## config.mk

```make
export PLATFORM = sky130hd
export DESIGN_NAME = pic_core
export DESIGN_NICKNAME = d
export VERILOG_FILES = /design/src/rtl/pic_core.sv
export SDC_FILE = /design/constraint.sdc
export NUM_CORES = 1
export LEC_CHECK = 0
export ABC_AREA = 1
export BUFFER_PORTS_ARGS = -buffer_cell sky130_fd_sc_hd__buf_2
export CAP_MARGIN = 25
export CORE_UTILIZATION = 56
export DETAILED_ROUTE_END_ITERATION = 10
export PLACE_DENSITY = 0.9
export SETUP_SLACK_MARGIN = 0.05
export SYNTH_ARGS = -nofsm -noshare
export SYNTH_HDL_FRONTEND = slang
export SYNTH_SLANG_ARGS = --single-unit
```

## constraint.sdc

```tcl
create_clock -name clk -period 4.4 [get_ports clk]
set_input_delay 0.22 -clock clk [delete_from_list [all_inputs] [get_ports clk]]
set_output_delay 0.22 -clock clk [all_outputs]
set_load 0.05 [all_outputs]
```

## src/rtl/pic_core.sv

```systemverilog
// rtl/pic_core.sv - 32-source priority interrupt controller with memory-mapped management port
// Define PIC_EDGE_EN for rising-edge capture of irq; default build captures level.
module pic_core (
    input  logic        clk,
    input  logic        rst,
    input  logic [31:0] irq,
    output logic        exi,
    output logic [4:0]  exi_code,
    input  logic        mgmt_req,
    input  logic [31:0] mgmt_adr,
    input  logic        mgmt_rwn,
    input  logic [1:0]  mgmt_wen,
    input  logic [31:0] mgmt_txd,
    output logic        mgmt_ack,
    output logic        mgmt_rxe,
    output logic [31:0] mgmt_rxd
);

    localparam logic [1:0] REG_PENDING = 2'd0;
    localparam logic [1:0] REG_ENABLE  = 2'd1;
    localparam logic [1:0] REG_CLAIM   = 2'd2;
    localparam logic [1:0] REG_STATUS  = 2'd3;

    logic [31:0] pending_q, pending_d;
    logic [31:0] enable_q, enable_d;
    logic        ack_q, ack_d;
    logic        rxe_q, rxe_d;
    logic [31:0] rxd_q, rxd_d;

    logic [31:0] active;
    logic [31:0] lane_mask;
    logic [31:0] set_bits;
    logic [31:0] clr_bits;
    logic [31:0] rd_data;
    logic [1:0]  offset;
    logic        in_win;
    logic        accept;
    logic        rd_acc;
    logic        wr_acc;
    logic        unused_adr_bits;

    assign unused_adr_bits = ^mgmt_adr[1:0];

`ifdef PIC_EDGE_EN
    logic [31:0] irq_prev_q, irq_prev_d;

    always_comb begin
        irq_prev_d = irq;
        set_bits   = irq & ~irq_prev_q;
    end

    always_ff @(posedge clk) begin
        if (rst) irq_prev_q <= '0;
        else     irq_prev_q <= irq_prev_d;
    end
`else
    always_comb begin
        set_bits = irq;
    end
`endif

    // Lowest active index wins: scan downward so bit 0 overrides.
    always_comb begin
        active   = pending_q & enable_q;
        exi      = |active;
        exi_code = 5'd0;
        for (int i = 31; i >= 0; i--) begin
            if (active[i]) exi_code = 5'(i);
        end
    end

    always_comb begin
        in_win    = (mgmt_adr[31:4] == 28'hFFFF_F02);
        offset    = mgmt_adr[3:2];
        accept    = mgmt_req & in_win & ~ack_q;
        rd_acc    = accept & mgmt_rwn;
        wr_acc    = accept & ~mgmt_rwn;
        lane_mask = {{16{mgmt_wen[1]}}, {16{mgmt_wen[0]}}};

        case (offset)
            REG_PENDING: rd_data = pending_q;
            REG_ENABLE:  rd_data = enable_q;
            REG_CLAIM:   rd_data = {exi, 26'b0, exi_code};
            REG_STATUS:  rd_data = active;
            default:     rd_data = '0;
        endcase

        clr_bits = '0;
        if (wr_acc && offset == REG_PENDING) clr_bits = mgmt_txd & lane_mask;
        if (rd_acc && offset == REG_CLAIM && exi) clr_bits = 32'd1 << exi_code;

        // Clear first, then OR in new captures so a simultaneous set survives.
        pending_d = (pending_q & ~clr_bits) | set_bits;

        enable_d = enable_q;
        if (wr_acc && offset == REG_ENABLE)
            enable_d = (enable_q & ~lane_mask) | (mgmt_txd & lane_mask);

        ack_d = accept;
        rxe_d = rd_acc;
        rxd_d = rd_acc ? rd_data : 32'd0;
    end

    always_ff @(posedge clk) begin
        if (rst) begin
            pending_q <= '0;
            enable_q  <= '0;
            ack_q     <= 1'b0;
            rxe_q     <= 1'b0;
            rxd_q     <= '0;
        end else begin
            pending_q <= pending_d;
            enable_q  <= enable_d;
            ack_q     <= ack_d;
            rxe_q     <= rxe_d;
            rxd_q     <= rxd_d;
        end
    end

    assign mgmt_ack = ack_q;
    assign mgmt_rxe = rxe_q;
    assign mgmt_rxd = rxd_q;

endmodule

```

; ---- Word-level counts from Yosys, hierarchy flattened
; Index checks and enable logic that the tools add are counted.
[totals]
inputBits = 102
wordCells = 67
ff_bits = 98
out_inout_bits = 40
[classes]
mux = 35
reduce_logical = 7
shifts = 1
bitwise = 15
n_eq_ne = 4
[ops]
columns = op, n
row1 = 5-bit 2-to-1 mux, 32
row2 = 32-bit AND, 4
row3 = 32-bit case mux with 4 select lines, 1
row4 = 32-bit 2-to-1 mux, 2
row5 = 32-bit NOT, 2
row6 = 32-bit bitwise OR, 2
row7 = 32-bit OR reduction, 1
row8 = "1-bit by 5-bit left shift with 32-bit output, first input constant", 1
row9 = "28-bit equality test, second input constant", 1
row10 = 1-bit AND, 4
row11 = "2-bit equality test, second input constant", 2
row12 = 1-bit logical AND, 4
row13 = 1-bit NOT, 3
row14 = "2-bit by 1-bit equality test with 1-bit output, second input constant", 1
row15 = 2-bit zero test, 1
row16 = 2-bit OR reduction, 1

; ---- Logic depth before layout (Yosys ltp)
; Gate-level depths: netlist of the first run.
[depth]
word_depth = 38
mapped_depth = 37

; ---- Least setup slack after synthesis of the first run
; No wires, ideal clock.
[synth_timing]
kind = reg-to-reg
from = reg pending_q[0]
to = reg pending_q[26]
path_buffers = 1
setup_time_ns = 0.128
required_time_ns = 4.272
stages_incl_launch_ff = 14
setup_slack_ns = 1.740
arrival_time_ns = 2.532
cell_sequence = dfxtp_1 -> nand2_4 -> nand2_1 -> nor2_1 -> nand2_1 -> nor2_1 -> inv_1 -> nor2_1 -> inv_1 -> nor2_1 -> buf_2 -> nand3_1 -> a21oi_1 -> nor2_1
[synth_between]
elab_chain_cells = 7
elab_cells_between_ends = 9
[synth_rtl]
columns = element, line_no
row1 = start: declaration, 24  ; logic [31:0] pending_q, pending_d;
row2 = start signal: assignment, 112  ; pending_q <= pending_d;
row3 = 32-bit AND, 64  ; active = pending_q & enable_q;
row4 = 5-bit 2-to-1 mux, 68  ; if (active[i]) exi_code = 5'(i);
row5 = via exi_code[4], 8  ; output logic [4:0] exi_code,
row6 = 1-bit by 5-bit left shift with 32-bit output, 90  ; if (rd_acc && offset == REG_CLAIM && exi) clr_bits = 32'd1 << exi_code;
row7 = 32-bit 2-to-1 mux, 90
row8 = 32-bit NOT, 93  ; pending_d = (pending_q & ~clr_bits) | set_bits;
row9 = 32-bit AND, 93
row10 = 32-bit bitwise OR, 93
; The timed path passes the listed nets, and every way through them passes these cells.
; A chain may end at the register's enable or synchronous reset.

==> reports/qor.csv, run 1 <==
stage;metric;value;unit
grt;grt_use_total;0.316;
floorplanning;num_rows;33;
power_and_ir_drop;power.density;312;nW/um^2
clock_network;cts.sinks;98;
routing;dr.pass1.iters;6;
power_and_ir_drop;p_switching;0.000423;W
timing;period_share;0.734;
flow_run;max_cap_violations;0;
grt;antenna_found_initial;1;
setup_path;critPathCapture;exi_code[0];
power_and_ir_drop;p_int;0.00137;W
routing;drt-initial-drc-count;488;
grt;grt_max_degree;66;
status;status;completed;
grt;gr-total-overflow;0;
routing;wire_per_inst;15.0;um
setup_path;end_kind;output port;
timing;timing.setup.tns;0;ns
grt;first_global_vias;4735;
routing;drc;0;
power_and_ir_drop;clkPwrFrac;0.401;
yosys;yosysWarningCount;0;
clock_network;numCtsBuffers;9;
clock_network;ctsResizeCount;0;
clock_network;ctsHoldBuffers;0;
timing;layout_setup_ws;1.17;ns
routing;ant_nets;0;
floorplanning;die_y;93.9;um
setup_path;crit_top_cell;nand2_1;
placement;dpl_cell_area;5500;um^2
placement;dp_hpwl;9700;um
clock_network;post_cts_buffers;0;
setup_path;slowest_stage;dfxtp_1;
min_path;worstHoldPathType;in2reg;
timing;worst_pin_slew;0.910;ns
setup_path;r2r_setup_slack;1.39;ns
power_and_ir_drop;swShare;0.236;
clock_network;cts_tree;built;
timing;rsz0062_at_grt;no;
placement;gp_congestion;0.996;
power_and_ir_drop;ir_drop;0.226;mV
floorplanning;core_area;8220;um^2
timing;setup_viol;0;
yosys;synth_fp_nets;774;
power_and_ir_drop;p_leak;2.81;nW
clock_network;htree_levels;3;
timing;hold_violations;0;
clock_network;cts_root_buffer;clkbuf_8;
yosys;ys_seq_elements;98;
timing;min_period;3.23;ns
yosys;avgSynthCellArea;7.04;um^2
timing;clock_skew;0.00778;ns
floorplanning;dieArea;8820;um^2
setup_path;slowest_delay;0.37;ns
final_layout;final_common_cell;buf_2;
routing;via_count;5065;
setup_path;start_kind;register;
timing;relSlewSlack;0.391;
setup_path;path_class;reg2out;
final_layout;drive_gt1_frac;0.256;
routing;via_per_inst;5.58;
floorplanning;die_x;93.9;um
yosys;ys_types;35;
grt;grt_pass1_wl;21400;um
setup_path;crit_required;4.18;ns
setup_path;r2r_end;pending_q[26];
clock_network;clk_latency;0.37;ns
yosys;syn_area;4730;um^2
final_layout;layout_common_cells;buf_2, dfxtp_1, nand2_1;
power_and_ir_drop;power;0.00179;W
timing;slew_violations;0;
clock_network;clock_path_buffers;2;
power_and_ir_drop;p_comb_frac;0.084;
routing;drt_wl_total;13600;um
yosys;syn-instance-count;672;
floorplanning;ioPinCount;142;
final_layout;areaGrowthSynthToFinish;21.6;%
setup_path;reg2reg_depth;35;
yosys;ys_seq_area_frac;0.415;
floorplanning;initial_core_util;0.576;
power_and_ir_drop;p_seq_frac;0.515;
setup_path;path_max_fanout;5;
final_layout;final_area;5750;um^2
placement;preCtsSetupSlack;1.56;ns
clock_network;path_clk_slew;0.10;ns
timing;max_freq;0.310;GHz
placement;io_buffers;139;
setup_path;critPathArrivalTime;3.01;ns
final_layout;finalNetCount;898;
-- synth_stat cells --
cell type,count,area share
a211oi_1,32,0.051
a21boi_0,1,0.0016
a21oi_1,68,0.072
a221oi_1,2,0.0037
a31oi_1,2,0.0026
buf_2,2,0.0021
buf_4,1,0.0016
clkbuf_1,28,0.022
clkbuf_4,1,0.0016
clkinv_1,20,0.016
dfxtp_1,98,0.41
inv_1,77,0.061
inv_2,4,0.0032
nand2_1,94,0.075
nand2_2,17,0.022
nand2_4,4,0.0095
nand3_1,27,0.029
nand3_2,1,0.0021
nand3_4,2,0.0074
nand3b_1,1,0.0016
nand4_1,5,0.0066
nand4_2,5,0.013
nor2_1,96,0.076
nor2_2,2,0.0026
nor2_4,5,0.012
nor3_1,27,0.029
nor4_1,2,0.0026
o21ai_0,31,0.033
o21ai_1,4,0.0042
o21bai_1,8,0.013
o21bai_2,1,0.0024
o221ai_1,1,0.0019
o311ai_0,1,0.0019
o31ai_1,1,0.0016
or3b_1,1,0.0019
-- layer usage --
| metal | GRT usage | vias to the layer above | part of all wire |
|---|---|---|---|
| li1 | - | 2440 | - |
| met1 | 0.371 | 2270 | 0.39 |
| met2 | 0.547 | 299 | 0.48 |
| met3 | 0.0542 | 56 | 0.087 |
| met4 | 0.171 | 0 | 0.041 |
| met5 | 0 | - | 0 |
-- worst min path at each step --
stage / startpoint / endpoint / slack (ns) / depth (start not counted)
2_1_floorplan: rst / mgmt_ack / 0.30 / 1
3_3_place_gp: irq[30] / pending_q[30] / 0.42 / 3
3_5_place_dp: irq[30] / pending_q[30] / 0.43 / 3
4_1_cts: irq[10] / pending_q[10] / 0.05 / 3
5_1_grt: irq[22] / pending_q[22] / 0.06 / 3
6_report: irq[10] / pending_q[10] / 0.05 / 3
-- worst max-delay path, delay by kind of cell (launching register included) --
kind                   cells  cell delay [ns]
AND/OR/NAND/NOR           32             1.86
buffers and inverters      3             0.38
flip-flops                 1             0.37
-- layout make-up --
cell class / count / area, um^2
antenna: 1 / 2.50
clock buffer: 11 / 141
clock inverter: 5 / 110
fill: 661 / 2460
inverter: 101 / 379
multi-input combinational: 441 / 2270
sequential: 98 / 1960
tap: 105 / 131
timing repair buffer: 145 / 756
-- power by group through the flow --
stage	Clock (W)	Sequential (W)	Combinational [W]
after floorplan	0	0.000941	0.0000830
after global placement	0	0.000943	0.000143
after detailed placement	0	0.000945	0.000148
after CTS	0.000718	0.000924	0.000149
after global routing	0.000758	0.000927	0.000168
final	0.000719	0.000925	0.000151
-- per-stage QoR --
step	hold slack (ns)	instances	util
2_1_floorplan	0.304	672	-
3_3_place_gp	0.425	888	0.666
3_5_place_dp	0.435	890	0.669
4_1_cts	0.0512	906	0.700
5_1_grt	0.0584	907	0.700
6_report	0.0487	907	0.700
-- logic make-up (layout without fill, tap and decap cells) --
kind of cell           Yosys count  in the layout  share of synthesized area
other                            0              1                          0
DFF                             98             98                      0.415
buffers and inverters          133            262                      0.108
AOI/OAI and AO/OA              152            152                      0.188
and+or+nand+nor                289            289                      0.290
Power figures use the tool's default switching activity.
==> run 2, diff against run 1 <==
--- a/config.mk
+++ b/config.mk
@@ -8,9 +8,9 @@
 export ABC_AREA = 1
 export BUFFER_PORTS_ARGS = -buffer_cell sky130_fd_sc_hd__buf_2
 export CAP_MARGIN = 25
-export CORE_UTILIZATION = 56
+export CORE_UTILIZATION = 52
 export DETAILED_ROUTE_END_ITERATION = 10
-export PLACE_DENSITY = 0.9
+export PLACE_DENSITY = 0.84
 export SETUP_SLACK_MARGIN = 0.05
 export SYNTH_ARGS = -nofsm -noshare
 export SYNTH_HDL_FRONTEND = slang
==> constraint.sdc (replaced) <==
create_clock -name clk -period 3.11 [get_ports clk]
set_input_delay 0.1555 -clock clk [delete_from_list [all_inputs] [get_ports clk]]
set_output_delay 0.1555 -clock clk [all_outputs]
set_load 0.05 [all_outputs]
==> run 2 against run 1 <==
  * Clock-buffer cell count shrank 1
  * Wire length grew 4.6%
  * First-iteration DRC count shrank 1.2%
  * Setup slack lost 1.0 ns
  * Register-to-register slack lost 1.2 ns
  * Design area grew 3.0%
  * Sequential share of layout area shrank 0.90 points
  * Power grew 29%
  * Critical path type unchanged
==> reports/qor.csv, run 2 (same netlist as run 1, synthesis figures left out) <==
stage;metric;value;unit;change
clock_network;cts_tree;built;;
timing;worst_pin_slew;0.714;ns;-0.195 ns
final_layout;final_core_util;0.676;;-0.0241
grt;gr-total-overflow;0;;unchanged
setup_path;crit_required;2.95;ns;-1.23 ns
final_layout;multiInputGateArea;2380;um^2;+5.0%
setup_path;start_kind;register;;
routing;via_per_inst;5.59;;about the same
setup_path;slowest_stage;dfxtp_2;;
final_layout;layout_common_cells;buf_2, dfxtp_1, nor2_1;;
setup_path;end_kind;output port;;
setup_path;reg2reg_depth;37;;+5.7%
min_path;worstHoldPathType;in2reg;;
clock_network;clock_path_buffers;2;;unchanged
timing;rsz0062_at_grt;yes;;
floorplanning;ioPinCount;142;;unchanged
timing;relSlewSlack;0.524;;+0.132
final_layout;finalNetCount;911;;+1.4%
min_path;worstHoldEndpoint;pending_q[9];;
timing;layout_setup_ws;0.125;ns;-1.05 ns
floorplanning;core_area;8760;um^2;+6.7%
timing;timing.setup.tns;0;ns;unchanged
status;status;completed;;
floorplanning;initial_core_util;0.540;;-0.0359
power_and_ir_drop;p_leak;2.85;nW;+1.3%
placement;dpl_cell_area;5500;um^2;about the same
setup_path;r2r_end;pending_q[3];;
routing;ant_nets;0;;unchanged
routing;drt_wl_total;14200;um;+4.6%
timing;period_share;0.960;;
placement;io_buffers;139;;unchanged
clock_network;cts_root_buffer;clkbuf_8;;
final_layout;final_area;5920;um^2;+3.0%
routing;dr.pass1.iters;5;;-1
min_path;hold_depth;3;;unchanged
setup_path;crit_top_cell;nand2_1;;
timing;slew_violations;0;;unchanged
final_layout;final_common_cell;buf_2;;
setup_path;r2r_setup_slack;0.15;ns;-1.24 ns
routing;drt-initial-drc-count;482;;-1.2%
grt;grt_pass1_wl;22500;um;+5.3%
grt;grt_max_degree;65;;-1.5%
routing;via_count;5157;;+1.8%
routing;drc;0;;unchanged
grt;grt_use_total;0.294;;-0.0225
timing;setup_viol;0;;unchanged
power_and_ir_drop;ir_drop;0.281;mV;+24%
placement;gp_congestion;0.918;;-7.9%
clock_network;clk_latency;0.38;ns;about the same
routing;wire_per_inst;15.4;um;+2.7%
clock_network;path_clk_slew;0.11;ns;about the same
final_layout;seq_area;1970;um^2;+0.26%
timing;clock_skew;0.0165;ns;+0.00872 ns
setup_path;critPathArrivalTime;2.83;ns;-0.18 ns
timing;hold_ws;0.00221;ns;-0.0465 ns
floorplanning;num_rows;34;;+3.0%
placement;dp_hpwl;9780;um;+0.83%
timing;min_period;2.98;ns;
clock_network;numCtsBuffers;9;;unchanged
timing;hold_violations;0;;unchanged
grt;first_global_vias;4977;;+5.1%
final_layout;drive_gt1_frac;0.292;;+0.0365
setup_path;path_max_fanout;4;;-1
clock_network;cts.sinks;98;;unchanged
grt;antenna_found_initial;1;;unchanged
floorplanning;die_x;97.4;um;+3.7%
placement;preCtsSetupSlack;0.290;ns;-1.27 ns
power_and_ir_drop;power.density;391;nW/um^2;+25%
clock_network;htree_levels;3;;unchanged
min_path;min_from;irq[9];;
setup_path;path_class;reg2out;;
flow_run;max_cap_violations;0;;unchanged
floorplanning;die_y;97.4;um;+3.7%
final_layout;areaGrowthSynthToFinish;25.2;%;
final_layout;fillers;706;;+6.8%
floorplanning;dieArea;9490;um^2;+7.5%
setup_path;slowest_delay;0.36;ns;about the same
timing;max_freq;0.335;GHz;
[run 2: worst max-delay path: cells and delay by family, from the launching register on]
family	cells	cell delay [ns]
buffers and inverters	3	0.26
and+or+nand+nor	32	1.86
DFF	1	0.36
[run 2: report_power, final]
| group | internal (W) | total [W] | switching (W) | leakage [nW] |
|---|---|---|---|---|
| sequential | 0.00128 | 0.00131 | 0.0000249 | 0.801 |
| combinational | 0.0000987 | 0.000227 | 0.000129 | 1.95 |
| clock | 0.000321 | 0.000782 | 0.000460 | 0.0937 |
| total | 0.00170 | 0.00232 | 0.000614 | 2.85 |
[run 2: layout make-up]
class / count / share of cell area
Inverter: 101 / 0.0644
Sequential cell: 98 / 0.332
Multi-Input combinational cell: 441 / 0.403
Tap cell: 108 / 0.0228
Timing Repair Buffer: 158 / 0.147
Clock buffer: 10 / 0.0232
Clock inverter: 6 / 0.00803
Antenna cell: 1 / 0.000422
[run 2: layer usage]
| metal | up-vias | share of wire | wire length [um] | GRT usage |
|---|---|---|---|---|
| li1 | 2463 | - | - | - |
| met4 | 0 | 0.045 | 634 | 0.167 |
| met3 | 64 | 0.091 | 1290 | 0.0525 |
| met5 | - | 0 | 0 | 0 |
| met2 | 312 | 0.48 | 6850 | 0.494 |
| met1 | 2318 | 0.38 | 5420 | 0.352 |
[run 2: worst max path at each step]
stage                   from            end  slack, ns  cells past startpoint
4_1_cts             register    exi_code[0]       0.06                     35
6_report            register    exi_code[0]       0.13                     35
3_5_place_dp   pending_q[30]  pending_q[26]       0.29                     35
3_3_place_gp   pending_q[30]  pending_q[26]       0.37                     35
5_1_grt             register   pending_q[3]      -0.29                     37
2_1_floorplan   pending_q[0]  pending_q[26]       0.45                     13
[run 2: per-stage QoR]
step           power, W  cells
3_5_place_dp    0.00155    895
3_3_place_gp    0.00154    895
2_1_floorplan   0.00145    672
4_1_cts         0.00231    915
6_report        0.00232    923
5_1_grt         0.00241    923
[run 2: timing repair]
action,CTS,global route
gates resized for setup,0,35
hold endpoints to repair,4,1
hold buffers,4,1
setup buffers,0,6
endpoints found under the setup margin,0,33
==> run 3, diff against run 2 <==
--- a/config.mk
+++ b/config.mk
@@ -8,6 +8,7 @@
 export ABC_AREA = 1
 export BUFFER_PORTS_ARGS = -buffer_cell sky130_fd_sc_hd__buf_2
 export CAP_MARGIN = 25
+export CORE_ASPECT_RATIO = 0.5
 export CORE_UTILIZATION = 52
 export DETAILED_ROUTE_END_ITERATION = 10
 export PLACE_DENSITY = 0.84
==> run 3 against run 2 <==
  * Clock power is 43% higher
  * Via count decreased by 3.4%
  * Sequential power barely moved
  * Largest power group unchanged
  * Highest routed layer unchanged
  * Sequential cell count did not move
  * Design area increased by 0.82%
  * First-iteration DRC count grew 8.1%
  * Die area rose by 0.24%
==> reports/qor.csv, run 3 (same netlist as run 1, synthesis figures left out) <==
stage;metric;value;unit;change
status;status;completed;;
routing;met1_length;5750;um;+6.1%
grt;antenna_found_initial;0;;-1
timing;worst_pin_slew;0.742;ns;+0.0277 ns
routing;via_count;4982;;-3.4%
power_and_ir_drop;p_leak;2.86;nW;+0.55%
clock_network;cts_root_buffer;clkbuf_16;;
power_and_ir_drop;p_int;0.00202;W;+19%
power_and_ir_drop;p_switching;0.000628;W;+2.2%
final_layout;final_area;5970;um^2;+0.82%
setup_path;start_kind;register;;
final_layout;stdcell_count;925;;+0.22%
setup_path;path_max_fanout;4;;unchanged
floorplanning;dieArea;9510;um^2;+0.24%
clock_network;cts.sinks;98;;unchanged
min_path;worstHoldPathType;in2reg;;
routing;drt-initial-drc-count;521;;+8.1%
setup_path;r2r_end;pending_q[3];;
power_and_ir_drop;swShare;0.237;;-0.0280
routing;ant_nets;0;;unchanged
clock_network;clk_latency;0.35;ns;-0.03 ns
placement;dpl_cell_area;5530;um^2;+0.57%
clock_network;cts_tree;built;;
placement;io_buffers;139;;unchanged
setup_path;r2r_setup_slack;0.22;ns;+0.07 ns
setup_path;crit_top_cell;nand2_1;;
setup_path;end_kind;register;;
routing;via_per_inst;5.39;;-3.6%
power_and_ir_drop;p_comb_frac;0.082;;-0.016
timing;hold_violations;0;;unchanged
clock_network;ctsHoldBuffers;0;;-4
floorplanning;initial_core_util;0.540;;about the same
timing;setup_viol;0;;unchanged
setup_path;path_class;reg2reg;;
min_path;min_from;irq[14];;
placement;dp_hpwl;9290;um;-5.0%
timing;layout_setup_ws;0.217;ns;+0.0920 ns
placement;gp_congestion;0.908;;-1.0%
grt;grt_pass1_wl;21000;um;-6.8%
final_layout;layout_common_cells;buf_2, dfxtp_1, nor2_1;;
setup_path;crit_required;3.31;ns;+0.36 ns
timing;period_share;0.930;;-0.0296
min_path;hold_depth;3;;unchanged
setup_path;slowest_stage;dfxtp_2;;
grt;grt_max_degree;65;;unchanged
power_and_ir_drop;ir_drop;0.330;mV;+17%
timing;relSlewSlack;0.505;;-0.0185
routing;wl_met3;1260;um;-2.7%
final_layout;finalNetCount;906;;-0.55%
final_layout;num_antenna_cells;0;;-1
clock_network;path_clk_slew;0.07;ns;-0.04 ns
final_layout;final_core_util;0.681;;+0.00518
timing;slew_violations;0;;unchanged
timing;rsz0062_at_grt;yes;;
routing;drt_wl_total;13300;um;-6.5%
grt;first_global_vias;4434;;-11%
routing;wire_per_inst;14.4;um;-6.7%
floorplanning;die_y;69.5;um;-29%
setup_path;slowest_delay;0.35;ns;about the same
routing;top_layer_used;met4;;
floorplanning;num_rows;24;;-29%
power_and_ir_drop;p_seq_frac;0.494;;-0.071
routing;drc;0;;unchanged
setup_path;reg2reg_depth;37;;unchanged
clock_network;numCtsBuffers;9;;unchanged
flow_run;max_cap_violations;0;;unchanged
timing;timing.setup.tns;0;ns;unchanged
grt;gr-total-overflow;0;;unchanged
clock_network;htree_levels;3;;unchanged
routing;dr.pass1.iters;5;;unchanged
setup_path;critPathArrivalTime;3.10;ns;+0.27 ns
clock_network;clock_path_buffers;2;;unchanged
final_layout;final_common_cell;buf_2;;
grt;grt_use_total;0.288;;-0.00581
power_and_ir_drop;power.density;443;nW/um^2;+13%
routing;met2_length;6070;um;-11%
floorplanning;die_x;137;um;+41%
floorplanning;ioPinCount;142;;unchanged
final_layout;areaGrowthSynthToFinish;26.2;%;
timing;max_freq;0.346;GHz;+3.2%
placement;dp_cells;907;;+1.3%
placement;preCtsSetupSlack;0.344;ns;+0.0534 ns
power_and_ir_drop;clkPwrFrac;0.424;;+0.087
timing;clock_skew;0.00676;ns;-0.00974 ns
final_layout;drive_gt1_frac;0.292;;-0.000304
floorplanning;core_area;8770;um^2;about the same
timing;min_period;2.89;ns;-0.0920 ns
min_path;worstHoldEndpoint;pending_q[14];;
run 3: cell types whose count changed in the layout (fill, tap and decap cells not counted), sizes merged:
cell         before  now
clkbuf           10   11
clkinv           22   21
inv              84   82
diode             1    0
dlygate4sd3       5    0
bufinv            0    1
run 3: what timing repair did:
action | 4_1_cts | 5_1_grt
buffers inserted | 0 | 3
setup endpoints to repair | 0 | 32
resized for setup | 0 | 33
run 3: metal layers:
| layer | track usage | vias to the layer above |
|---|---|---|
| li1 | - | 2456 |
| met1 | 0.392 | 2252 |
| met4 | 0.0891 | 0 |
| met5 | 0 | - |
| met3 | 0.0643 | 23 |
| met2 | 0.455 | 251 |
run 3: critical path: cells and delay by family, from the launching register on:
family,cells,cell delay [ns]
flops,1,0.35
compound gates,1,0.06
simple gates,35,2.28
buf+inv,1,0.04
run 3: how the worst max path moves through the flow:
stage	endpoint	slack, ns
final	pending_q[3]	0.22
after detailed placement	pending_q[26]	0.34
after global placement	pending_q[26]	0.39
after CTS	exi_code[0]	0.12
after global routing	pending_q[3]	-0.12
after floorplan	pending_q[26]	0.45
run 3: stage by stage:
stage / power (W) / hold WS (ns)
finish: 0.00265 / 0.0146
global route: 0.00273 / 0.0296
CTS: 0.00264 / 0.0150
detailed placement: 0.00154 / 0.373
global placement: 0.00154 / 0.368
floorplan: 0.00145 / 0.240
run 3: power groups by stage:
stage | Clock (W) | Sequential, W | Combinational (W)
after CTS | 0.00113 | 0.00131 | 0.000210
after global placement | 0 | 0.00133 | 0.000204
after detailed placement | 0 | 0.00134 | 0.000208
after floorplan | 0 | 0.00133 | 0.000117
final | 0.00112 | 0.00131 | 0.000217
after global routing | 0.00117 | 0.00131 | 0.000245
run 3: layout make-up:
| type | count | area, um^2 |
|---|---|---|
| Clock buffer | 11 | 243 |
| Inverter | 101 | 382 |
| Clock inverter | 4 | 51.3 |
| Sequential cell | 98 | 1970 |
| Tap cell | 117 | 146 |
| Fill cell | 730 | 2800 |
| Multi-Input combinational cell | 441 | 2370 |
| Timing Repair Buffer | 153 | 811 |
